### config.mk
export PLATFORM = sky130hd
export DESIGN_NAME = fifo_rd_stream_adapter_flat
export DESIGN_NICKNAME = d
export VERILOG_FILES = /design/src/rtl/fifo_rd_stream_adapter_if.sv /design/src/rtl/fifo_rd_stream_adapter.sv /design/src/flat_wrapper.sv
export SDC_FILE = /design/constraint.sdc
export NUM_CORES = 1
export LEC_CHECK = 0
export BUFFER_PORTS_ARGS = -buffer_cell sky130_fd_sc_hd__buf_2
export CAP_MARGIN = 5
export CELL_PAD_IN_SITES_DETAIL_PLACEMENT = 1
export CELL_PAD_IN_SITES_GLOBAL_PLACEMENT = 1
export CORE_ASPECT_RATIO = 0.8
export CORE_MARGIN = 2
export CORE_UTILIZATION = 28
export DETAILED_ROUTE_END_ITERATION = 6
export PLACE_DENSITY = 0.52
export SLEW_MARGIN = 10
export SYNTH_ARGS = -nofsm -noshare
export SYNTH_HDL_FRONTEND = slang
export SYNTH_SLANG_ARGS = --single-unit
### constraint.sdc
create_clock -name clk -period 4.6 [get_ports clk]
set_clock_uncertainty 0.1 [all_clocks]
set_input_delay 0.69 -clock clk [delete_from_list [all_inputs] [get_ports clk]]
set_output_delay 0.69 -clock clk [all_outputs]
set_load 0.05 [all_outputs]
### src/rtl/fifo_rd_stream_adapter_if.sv
// Handshake bundle between the synchronous FIFO read port, the adapter and the
// downstream valid/ready consumer.
interface fifo_rd_stream_adapter_if #(
    parameter int FIFO_WIDTH = 32
);
    logic                  fifo_empty;
    logic [FIFO_WIDTH-1:0] fifo_data_out;
    logic                  fifo_rd_en;
    logic                  m_valid;
    logic [FIFO_WIDTH-1:0] m_data;
    logic                  m_ready;

    modport master (
        input  fifo_empty,
        input  fifo_data_out,
        input  m_ready,
        output fifo_rd_en,
        output m_valid,
        output m_data
    );

    modport slave (
        output fifo_empty,
        output fifo_data_out,
        output m_ready,
        input  fifo_rd_en,
        input  m_valid,
        input  m_data
    );
endinterface

### src/rtl/fifo_rd_stream_adapter.sv
// Pops a 1-cycle-latency FIFO into a 3-entry circular buffer and presents the
// head as a full-rate valid/ready stream, with a delivered-word counter and flush.
module fifo_rd_stream_adapter #(
    parameter int FIFO_WIDTH = 32,
    parameter int CNT_WIDTH  = 16
) (
    input  logic                 clk,
    input  logic                 rst,
    fifo_rd_stream_adapter_if.master bus,
    input  logic                 flush,
    output logic [CNT_WIDTH-1:0] pop_count,
    output logic                 busy
);
    localparam int DEPTH = 3;

    typedef logic [1:0] ptr_t;

    logic [FIFO_WIDTH-1:0] entries [DEPTH];
    logic [1:0]            occ;
    logic [1:0]            occ_next;
    logic                  inflight;
    ptr_t                  head;
    ptr_t                  tail;
    logic                  land;
    logic                  handshake;
    logic                  rd_en;
    logic                  valid;
    logic [FIFO_WIDTH-1:0] head_data;

    function automatic ptr_t ptr_inc(input ptr_t p);
        return (p == 2'd2) ? 2'd0 : p + 2'd1;
    endfunction

    // Pop decision uses only registered state, fifo_empty and flush, never m_ready,
    // so occ + inflight counts every slot that is or will be occupied.
    always_comb begin
        rd_en = 1'b0;
        if (!rst && !bus.fifo_empty && !flush &&
            (({1'b0, occ} + {2'b00, inflight}) < 3'd3)) begin
            rd_en = 1'b1;
        end
    end

    assign valid     = (occ != 2'd0);
    assign head_data = entries[head];
    assign handshake = valid & bus.m_ready;
    assign land      = inflight & ~flush;

    always_comb begin
        occ_next = occ;
        case ({land, handshake})
            2'b10:   occ_next = occ + 2'd1;
            2'b01:   occ_next = occ - 2'd1;
            default: occ_next = occ;
        endcase
    end

    always_ff @(posedge clk or posedge rst) begin
        if (rst) begin
            occ       <= 2'd0;
            inflight  <= 1'b0;
            head      <= 2'd0;
            tail      <= 2'd0;
            pop_count <= '0;
        end else begin
            inflight <= rd_en;
            if (handshake) begin
                pop_count <= pop_count + {{(CNT_WIDTH-1){1'b0}}, 1'b1};
            end
            if (flush) begin
                occ  <= 2'd0;
                head <= 2'd0;
                tail <= 2'd0;
            end else begin
                occ <= occ_next;
                if (land) begin
                    tail <= ptr_inc(tail);
                end
                if (handshake) begin
                    head <= ptr_inc(head);
                end
            end
        end
    end

    // The tail never aliases the head while a word is held, so landing data
    // cannot disturb the word currently presented.
    always_ff @(posedge clk or posedge rst) begin
        if (rst) begin
            for (int i = 0; i < DEPTH; i++) begin
                entries[i] <= '0;
            end
        end else if (land) begin
            entries[tail] <= bus.fifo_data_out;
        end
    end

    assign bus.fifo_rd_en = rd_en;
    assign bus.m_valid    = valid;
    assign bus.m_data     = head_data;
    assign busy           = valid | inflight;

`ifndef SYNTHESIS
    a_no_overfill: assert property (@(posedge clk) disable iff (rst)
        (({1'b0, occ} + {2'b00, inflight}) <= 3'd3));

    a_hold_stable: assert property (@(posedge clk) disable iff (rst)
        (valid && !bus.m_ready && !flush) |=> (valid && $stable(head_data)));
`endif

endmodule

### src/flat_wrapper.sv
// flat-port wrapper written by rule: the top's interface ports become plain ports
module fifo_rd_stream_adapter_flat 
#(
    parameter int FIFO_WIDTH = 32,
    parameter int CNT_WIDTH  = 16
)
  (clk, rst, flush, pop_count, busy, bus_fifo_empty, bus_fifo_data_out, bus_m_ready, bus_fifo_rd_en, bus_m_valid, bus_m_data);
  fifo_rd_stream_adapter_if #(.FIFO_WIDTH(FIFO_WIDTH)) bus_i ();
  input  logic clk;
  input  logic rst;
  input  logic flush;
  output logic [CNT_WIDTH-1:0] pop_count;
  output logic busy;
  input wire logic [$bits(bus_i.fifo_empty)-1:0] bus_fifo_empty;
  input wire logic [$bits(bus_i.fifo_data_out)-1:0] bus_fifo_data_out;
  input wire logic [$bits(bus_i.m_ready)-1:0] bus_m_ready;
  output wire logic [$bits(bus_i.fifo_rd_en)-1:0] bus_fifo_rd_en;
  output wire logic [$bits(bus_i.m_valid)-1:0] bus_m_valid;
  output wire logic [$bits(bus_i.m_data)-1:0] bus_m_data;
  assign bus_i.fifo_empty = bus_fifo_empty;
  assign bus_i.fifo_data_out = bus_fifo_data_out;
  assign bus_i.m_ready = bus_m_ready;
  assign bus_fifo_rd_en = bus_i.fifo_rd_en;
  assign bus_m_valid = bus_i.m_valid;
  assign bus_m_data = bus_i.m_data;
  fifo_rd_stream_adapter #(.FIFO_WIDTH(FIFO_WIDTH), .CNT_WIDTH(CNT_WIDTH)) u_core (.clk(clk), .rst(rst), .bus(bus_i), .flush(flush), .pop_count(pop_count), .busy(busy));
endmodule
After elaboration in Yosys (flattened, before gate mapping). Cells that the tools add are included.

Word-level logic and storage cells: 54. Input port bits: 37. Register bits after elaboration: 119. Output and inout port bits: 51.

Reductions and logical operators: 11. Bitwise gates (word level): 6. Multiplexer cells: 15. Magnitude comparators: 4. Add/subtract/negate cells: 6. Equality and inequality tests: 4.

Operator list (number): bitwise mux 96 bit (1); 2-to-1 mux 32 bit (3); binary-select mux 32 bit (select 2 bit) (1); demux 32 bit (select 2 bit) (1); adder 16 x 1 -> 16 bit (second input constant) (1); 2-to-1 mux 2 bit (7); adder 2 x 1 -> 2 bit (second input constant) (3); equality test 2 bit (second input constant) (3); greater-or-equal comparator 3 bit (second input constant) (2); inverter 2 -> 3 bit (2); nonzero test 2 bit (3); logical AND 1 bit (4); one-hot mux 2 bit (2 select lines) (1); adder 2 x 1 -> 3 bit (1); logical NOT 1 bit (3); less-than comparator 3 x 1 -> 1 bit (second input constant) (1); less-than comparator 3 x 2 -> 1 bit (second input constant) (1); nonzero test 3 bit (1); bitwise AND 1 bit (2); equality test 2 x 1 -> 1 bit (second input constant) (1); subtractor 2 x 1 -> 2 bit (second input constant) (1); 2-to-1 mux 1 bit (1); inverter 1 bit (1); OR 1 bit (1).

Depth between registers and ports, before layout.
Depth in word-level cells: 6. Gate-level depth with buffers: 6. Mapped depth without buffers: 4.

Least setup slack after synthesis. Ideal clock, no wire load.

Path type: in2out. Start point: input flush. End point: output bus_fifo_rd_en. Stages: 3. Required time: 3810 ps. Setup slack: 1690 ps. Path buffers: 1. Data arrival time: 2120 ps. Cell sequence: buf_6 > or4_1 > a21oi_1.

Longest elaborated chain between the ends: 4.

Ends and longest elaborated chain: from (decl) (line flat_wrapper.sv:11) `input logic flush;`; logical NOT 1 bit (line fifo_rd_stream_adapter.sv:38) `if (!rst && !bus.fifo_empty && !flush &&`; logical AND 1 bit (2 in a row) (line fifo_rd_stream_adapter.sv:38); 2-to-1 mux 1 bit (line fifo_rd_stream_adapter.sv:38); to (decl) (line flat_wrapper.sv:17) `output wire logic [$bits(bus_i.fifo_rd_en)-1:0] bus_fifo_rd_en;`.

No other way between the ends.

Worst setup path in the final report.
Start point: register u_core.inflight. End point: output bus_fifo_rd_en.

Longest elaborated chain between the ends: 4.

Ends and longest elaborated chain: from (decl) (line fifo_rd_stream_adapter.sv:21) `logic inflight;`; from (signal assigned) (line fifo_rd_stream_adapter.sv:66) `inflight <= rd_en;`; adder 2 x 1 -> 3 bit (line fifo_rd_stream_adapter.sv:39) `(({1'b0, occ} + {2'b00, inflight}) < 3'd3)) begin`; less-than comparator 3 x 2 -> 1 bit (line fifo_rd_stream_adapter.sv:39); logical AND 1 bit (line fifo_rd_stream_adapter.sv:38); 2-to-1 mux 1 bit (line fifo_rd_stream_adapter.sv:38).

No other way between the ends.

==> flow_summary.json <==
{
  "clockRootBuffer": "clkbuf_16",
  "grt_pass1_wl_um": 21500,
  "die-area_um2": 20500,
  "muxShareOfSynthArea_pct": 26.3,
  "ant_nets": 0,
  "cap_violations": 0,
  "place_ws_ns": 1.91,
  "fin_cells": 774,
  "cts.sinks": 119,
  "die_w_um": 160,
  "power_density_nw_per_um2": 507,
  "portBuffers": 87,
  "via_per_inst": 4.50,
  "clk_latency_ns": 0.41,
  "seq_area_frac_synth_pct": 55.0,
  "path_clk_slew_ns": 0.06,
  "critical_path_arrival_ns": 2.26,
  "antenna_found_initial": 1,
  "worstPathMaxFanout": 12,
  "synth_seq_cells": 119,
  "wl_per_cell_um": 16.6,
  "finalPower_mw": 3.36,
  "drc_errors": 0,
  "synth_cell_type_count": 37,
  "hp-class": "in2async",
  "start_util_pct": 28.5,
  "synthToLayoutAreaGrowth_pct": 22.4,
  "layout_min_cycle_time_ns": 3.05,
  "core_area_um2": 19000,
  "rrSetupSlack_ns": 2.22,
  "overflow": 0,
  "worstSetupPathType": "reg2out",
  "ctsResizeCount": 0,
  "r2r_start": "u_core.inflight$_DFF_PP0_",
  "yosys_warnings": 0,
  "grt_pass1_vias": 3997,
  "h-tree-depth": 4,
  "cts_hold_buf": 0,
  "initialDrtViolationCount": 119,
  "drive_gt1_share_pct": 43.3,
  "synth_cells": 415,
  "synthXorXnorAreaFrac_pct": 2.75,
  "slew_headroom_pct": 30.2,
  "rsz0062_at_grt": "false",
  "clock.fmax_mhz": 328,
  "dpl.hpwl_um": 8110,
  "synth_area_um2": 5420,
  "place_inst": 741,
  "synth_compound_area_share_pct": 4.04,
  "cts_buffers": 17,
  "cp-end-kind": "output port",
  "synth_fa_ha_area_share_pct": 0.693,
  "wirelength_um": 12900,
  "synth_nets": 455,
  "grt_max_degree": 54,
  "synth-simple-area-share_pct": 7.37,
  "reg2reg_to": "u_core.entries[39]$_DFFE_PP0P_",
  "crit_required_ns": 3.81,
  "post_cts_buffers": 0,
  "fin_ws_ns": 1.55,
  "tightestPinTransition_ns": 1.05,
  "cts_tree": "done",
  "peakVddDrop_mv": 0.248,
  "floorplan.rows": 45,
  "leakagePower_nw": 3.05,
  "grt_usage_pct": 13.6,
  "vias": 3480,
  "fin_tns_setup_ns": 0,
  "num_io_pins": 88,
  "r2r_cells": 3,
  "cts_buffer_depth": 2,
  "start_kind": "register",
  "die_height_um": 128,
  "hold_viol": 0,
  "drt_pass1_iterations": 4,
  "setup-violations-final": 0,
  "drv_slew": 0,
  "avgSynthCellArea_um2": 13.1,
  "synth_top_family_by_area": "multiplexers",
  "outcome": "finished clean",
  "fin_crit_sh_pct": 66.3,
  "fin_nets": 542,
  "gp_congestion": 0.675
}
-- layout by cell type, fill, tap and decap left out, drive strengths merged, types with 2 or more instances in the layout --
| master | synthesis | routed |
|---|---|---|
| a21oi | 6 | 6 |
| clkinvlp | 0 | 2 |
| nand2 | 42 | 42 |
| nor2 | 8 | 8 |
| and3 | 2 | 2 |
| nand4 | 5 | 5 |
| mux2 | 96 | 96 |
| nor3 | 4 | 4 |
| ha | 3 | 3 |
| xor2 | 3 | 3 |
| xnor2 | 14 | 14 |
| mux2i | 33 | 33 |
| clkbuf | 6 | 24 |
| inv | 3 | 3 |
| nand3 | 3 | 3 |
| o21ai | 32 | 32 |
| nand2b | 3 | 3 |
| clkinv | 0 | 5 |
| dfrtp | 119 | 119 |
| nand3b | 2 | 2 |
| buf | 20 | 94 |
-- worst max-delay path by stage --
stage | endpoint | from | slack (ns) | cells after the start
6_report | bus_fifo_rd_en | u_core.inflight$_DFF_PP0_ | 1.55 | 5
5_1_grt | bus_fifo_rd_en | u_core.inflight$_DFF_PP0_ | 1.43 | 5
4_1_cts | bus_fifo_rd_en | u_core.inflight$_DFF_PP0_ | 1.49 | 5
3_5_place_dp | bus_fifo_rd_en | flush | 1.91 | 4
3_3_place_gp | bus_fifo_rd_en | flush | 1.96 | 4
2_1_floorplan | u_core.entries[0]$_DFFE_PP0P_ | rst | 0.65 | 1
-- logic make-up (layout without fill, tap and decap cells) --
logic type	Yosys count	in the layout
mux	129	129
other cells	0	1
fa+ha+maj	3	3
buf+inv	29	129
flops	119	119
compound gates	41	41
xor+xnor	17	17
simple gates	77	77
-- registers in the layout, summed over array words and instances, names as in the netlist --
name / count
u_core.tail: 2
u_core.head: 2
u_core.inflight: 1
u_core.pop_count: 16
u_core.occ: 2
u_core.entries: 96
-- layer usage --
metal	track usage, %	wire length (um)	vias up
met5	0	0	-
met4	4.49	172	0
met1	16.8	5930	1772
met3	4.87	632	17
li1	-	-	1632
met2	22.4	6140	59
-- Yosys cell counts (all sizes together) --
master	number	share of area [%]
a21oi	6	0.55
a41o	1	0.18
and2	1	0.12
and3	2	0.23
and4bb	1	0.23
buf	20	3.3
clkbuf	6	0.42
dfrtp	119	55
ha	3	0.69
inv	3	0.21
mux2	96	20
mux2i	33	6.1
nand2	42	2.9
nand2b	3	0.35
nand3	3	0.28
nand3b	2	0.28
nand4	5	0.85
nor2	8	0.55
nor2b	1	0.12
nor3	4	0.46
nor4b	1	0.44
nor4bb	1	0.18
o21a	1	0.16
o21ai	32	3.0
o22ai	1	0.12
or2	1	0.12
or3	1	0.12
or4	1	0.14
xnor2	14	2.3
xor2	3	0.49
-- worst max-delay path, cell delays in order (launching register included) --
cell and delay, ns:
dfrtp_1 0.52, ha_1 0.28, ha_1 0.17, or4_1 0.40, a21oi_1 0.18, buf_2 0.29
-- through the flow --
| stage | hold slack [ns] | area (um^2) | util, % |
|---|---|---|---|
| 3_3_place_gp | 0.355 | 6050 | 31.9 |
| 3_5_place_dp | 0.374 | 6050 | 31.9 |
| 2_1_floorplan | 0.357 | 5420 | - |
| 5_1_grt | 0.339 | 6630 | 34.9 |
| 4_1_cts | 0.303 | 6630 | 34.9 |
| 6_report | 0.293 | 6630 | 34.9 |
-- report_power, final --
group,internal (mW),switching [mW],leakage (nW)
Clock,0.809,0.471,0.282
Combinational,0.238,0.562,1.19
Sequential,1.19,0.0908,1.57
-- area by class of cell --
cell class / count / area, um^2
fillers: 2076 / 12300
flip-flops and latches: 119 / 2980
multi-input cells: 267 / 2250
clock buffers: 24 / 502
repair buffers: 94 / 488
well taps: 258 / 323
clock inverters: 8 / 70.1
inverters: 3 / 13.8
diodes: 1 / 2.50
Note: power is estimated with default switching activity, not from simulation.
